### src/rtl/if_stage.sv
// rtl/if_stage.sv - instruction fetch stage: PC register, next-PC select, IF/ID register
module if_stage #(
  parameter logic [31:0] RESET_PC = 32'h0000_0000,
  parameter int          IMEM_AW  = 10,
  parameter logic [31:0] NOP_INST = 32'h0000_0000
) (
  input  logic               clk,
  input  logic               rst,
  input  logic               stall,
  input  logic               branch,
  input  logic               jump,
  input  logic               jr,
  input  logic [31:0]        rs_value,
  input  logic [31:0]        imem_rdata,
  input  logic               imem_ready,
  output logic [IMEM_AW-1:0] imem_addr,
  output logic [31:0]        pc,
  output logic [31:0]        id_inst,
  output logic [31:0]        id_pc4,
  output logic               id_valid,
  output logic [31:0]        fetch_cnt,
  output logic [31:0]        squash_cnt
);

  logic [31:0] pc_q, pc_d;
  logic [31:0] id_inst_q, id_inst_d;
  logic [31:0] id_pc4_q, id_pc4_d;
  logic        id_valid_q, id_valid_d;
  logic [31:0] fetch_cnt_q, fetch_cnt_d;
  logic [31:0] squash_cnt_q, squash_cnt_d;

  logic [31:0] pc4;
  logic [31:0] br_target;
  logic [31:0] j_target;
  logic [31:0] target;
  logic        redirect;

  assign pc4       = pc_q + 32'd4;
  assign br_target = id_pc4_q + {{14{id_inst_q[15]}}, id_inst_q[15:0], 2'b00};
  assign j_target  = {id_pc4_q[31:28], id_inst_q[25:0], 2'b00};

  always_comb begin
    target = br_target;
    if (jr) begin
      target = rs_value;
    end else if (jump) begin
      target = j_target;
    end
  end

  // A redirect request is only meaningful when ID holds a real instruction.
  assign redirect = branch && id_valid_q && !stall;

  always_comb begin
    pc_d         = pc_q;
    id_inst_d    = id_inst_q;
    id_pc4_d     = id_pc4_q;
    id_valid_d   = id_valid_q;
    fetch_cnt_d  = fetch_cnt_q;
    squash_cnt_d = squash_cnt_q;
    if (stall) begin
      pc_d = pc_q;
    end else if (redirect) begin
      pc_d       = target;
      id_inst_d  = NOP_INST;
      id_valid_d = 1'b0;
      if (imem_ready) begin
        squash_cnt_d = squash_cnt_q + 32'd1;
      end
    end else if (!imem_ready) begin
      id_inst_d  = NOP_INST;
      id_valid_d = 1'b0;
    end else begin
      pc_d        = pc4;
      id_inst_d   = imem_rdata;
      id_pc4_d    = pc4;
      id_valid_d  = 1'b1;
      fetch_cnt_d = fetch_cnt_q + 32'd1;
    end
  end

  always_ff @(posedge clk) begin
    if (rst) begin
      pc_q         <= RESET_PC;
      id_inst_q    <= NOP_INST;
      id_pc4_q     <= 32'd0;
      id_valid_q   <= 1'b0;
      fetch_cnt_q  <= 32'd0;
      squash_cnt_q <= 32'd0;
    end else begin
      pc_q         <= pc_d;
      id_inst_q    <= id_inst_d;
      id_pc4_q     <= id_pc4_d;
      id_valid_q   <= id_valid_d;
      fetch_cnt_q  <= fetch_cnt_d;
      squash_cnt_q <= squash_cnt_d;
    end
  end

  // Bits [1:0] are dropped so a misaligned JR target still indexes a word.
  assign imem_addr  = pc_q[IMEM_AW+1:2];
  assign pc         = pc_q;
  assign id_inst    = id_inst_q;
  assign id_pc4     = id_pc4_q;
  assign id_valid   = id_valid_q;
  assign fetch_cnt  = fetch_cnt_q;
  assign squash_cnt = squash_cnt_q;

endmodule

### config.mk
export PLATFORM = sky130hd
export DESIGN_NAME = if_stage
export DESIGN_NICKNAME = d
export VERILOG_FILES = /design/src/rtl/if_stage.sv
export SDC_FILE = /design/constraint.sdc
export NUM_CORES = 1
export LEC_CHECK = 0
export CORE_MARGIN = 4
export CORE_UTILIZATION = 25
export CTS_BUF_LIST = sky130_fd_sc_hd__clkbuf_16
export DETAILED_ROUTE_END_ITERATION = 8
export REMOVE_ABC_BUFFERS = 1
export SKIP_CTS_REPAIR_TIMING = 1
export SLEW_MARGIN = 10
export SYNTH_ARGS = -nofsm -noshare
export SYNTH_HDL_FRONTEND = slang
export SYNTH_SLANG_ARGS = --single-unit
### constraint.sdc
create_clock -name clk -period 4 [get_ports clk]
set_input_delay 1.2 -clock clk [delete_from_list [all_inputs] [get_ports clk]]
set_output_delay 1.2 -clock clk [all_outputs]
set_load 0.03 [all_outputs]
==> impl_metrics.ini <==
[timing]
rsz0062_at_grt = false
fin_skew_ns = 0.01420
hold_viol_final = 0
fin_tns_setup_ns = 0
min_period_ns = 3.348
tightest_slew_ns = 0.6417
fin_crit_sh_pct = 83.71
fmax_mhz = 298.7
finalWorstSetupSlack_ns = 0.6518
holdWs_ns = 0.4697
max_slew_margin_pct = 56.82
setup_viol_count_final = 0
final_max_slew_viol_count = 0

[critical_path]
critical_path_class = in -> reg
worstPathRequired_ns = 4.36
start_kind = primary input
critPathMaxFanout = 9
cp_data_arrival_time_ns = 3.70
end_kind = register

[finish]
regArea_um2 = 3223
fin_area_um2 = 12450
multi_input_area_um2 = 5435
fillers = 3693
final_nets = 1440
final_cells = 1811
area_delta_synth_final_pct = 36.36
drive_above_1_share_pct = 5.782

[grt]
grt_overflow = 0
grtUsageTotal_pct = 16.38
grt_pass1_vias = 8709
grt_pass1_wl_um = 51160
antenna_found_initial = 3
grt_start_max_net_pins = 105

[yosys]
ys_ff_latch = 161
synthCells = 1132
synth_top_area_share_pct = 35.31
yosys-top-cells-area = dfxtp_1, nor2_1, xor2_1, ha_1, a21oi_1
synthArstFlopShare_pct = 0
netlist_top_cells_count = nor2_1, dfxtp_1, nand2_1
synth_edf_count = 0
yosys_warnings = 0
synth_area_um2 = 9129
synth_ff_type = dfxtp_1
synth_most_common_cell = nor2_1
syn_area_per_cell_um2 = 8.064
seq_area_frac_synth_pct = 35.31
yosys.area.top_type = dfxtp_1
synthDistinctLibCells = 74

[floorplan]
die_h_um = 199.1
dieArea_um2 = 39640
io_pins = 242
die_w_um = 199.1
start_util_pct = 25.48
core_area_um2 = 35830
num_rows = 69

[placement]
dp_hpwl_um = 24030
dpl_cell_area_um2 = 11900
placed_cells = 1778
pre_cts_ws_ns = 0.1842
io_buffers = 241
gp_congestion = 0.8699

[drt]
wl_per_cell_um = 18.28
viasPerCell = 4.967
num_vias = 8995
firstDrtPassIters = 5
drtIter0Drc = 572
drc_errors = 0
route.final.wire_length_um = 33110
ant_nets = 0

[power]
p_per_area_nw_per_um2 = 314.9
vdd_drop_max_uv = 288.7
p_leak_uw = 0.004543

[hold_path]
hp-class = reg -> reg

[clock_tree]
numCtsBuffers = 17
path_clk_slew_ns = 0.07
cts_tree = built
h-tree-depth = 4
ctsRootBufferMaster = clkbuf_16
clock_path_buffers = 2
clock_sinks = 161
insertion_delay_ns = 0.44

[status]
outcome = completed

[job]
drv_cap = 0
[routing by layer]
metal  track usage, %  vias up  part of all wire [%]
met1            21.92     4275                    45
met4            4.509        4                   1.9
met2            26.22      233                    46
met3            4.283       39                   6.4
met5                0        -                 0.045
li1                 -     4444                     -
[critical path, stage by stage]
cell,delay [ns]
clkdlybuf4s50_1,0.49
and3b_2,0.44
o21ai_4,0.12
nor2_8,0.11
and3_1,0.26
nand2_1,0.11
nor3_2,0.34
nand2_1,0.11
or3_1,0.36
a21oi_1,0.15
[path summary, 6_finish.rpt]
check	start	to	slack, ns	cells past startpoint
max	branch	fetch_cnt[30]	0.65	10
min	id_pc4[0]	id_pc4[0]	0.47	2
max reg2reg	id_inst[0]	pc[30]	0.92	10
min reg2reg	id_pc4[0]	id_pc4[0]	0.47	2
[flip-flops by register name, summed over array words and instances (netlist names)]
| name | cells |
|---|---|
| id_pc4 | 32 |
| squash_cnt | 32 |
| id_inst | 32 |
| pc | 32 |
| id_valid | 1 |
| fetch_cnt | 32 |
[logic make-up after synthesis]
group,count (synthesis),synth area share [%]
simple gates,445,23.16
mux,8,0.8909
fa+ha+maj,33,4.605
buf+inv,91,5.167
xor+xnor,104,9.978
flops,161,35.31
compound gates,290,20.89
[where the power goes]
group	switching, µW	internal (µW)
sequential	58.4	1650
combinational	371	265
clock	726	852
[final cells by class]
class | count | area share (%)
Sequential cell | 161 | 25.89
Tap cell | 461 | 4.634
Multi-Input combinational cell | 880 | 43.66
Clock buffer | 17 | 3.417
Clock inverter | 15 | 0.9750
Antenna cell | 1 | 0.02010
Inverter | 12 | 0.3618
Timing Repair Buffer | 264 | 21.04
[placed cells by master (no fill, tap or decap), drive strengths merged, types with 31 or more instances in the layout]
cell and count:
nand2 95, clkdlybuf4s50 239, nor2 192, ha 32
dfxtp 161, nand3 43, xor2 63, xnor2 41
a211oi 31, o21ai 59, a21oi 78, a22oi 39
[through the flow]
| stage | utilization (%) | power (µW) |
|---|---|---|
| floorplan | - | 2049 |
| global placement | 33.21 | 2372 |
| detailed placement | 33.21 | 2380 |
| global route | 34.74 | 4090 |
| CTS | 34.74 | 3981 |
| finish | 34.74 | 3920 |
Power figures use the tool's default switching activity.
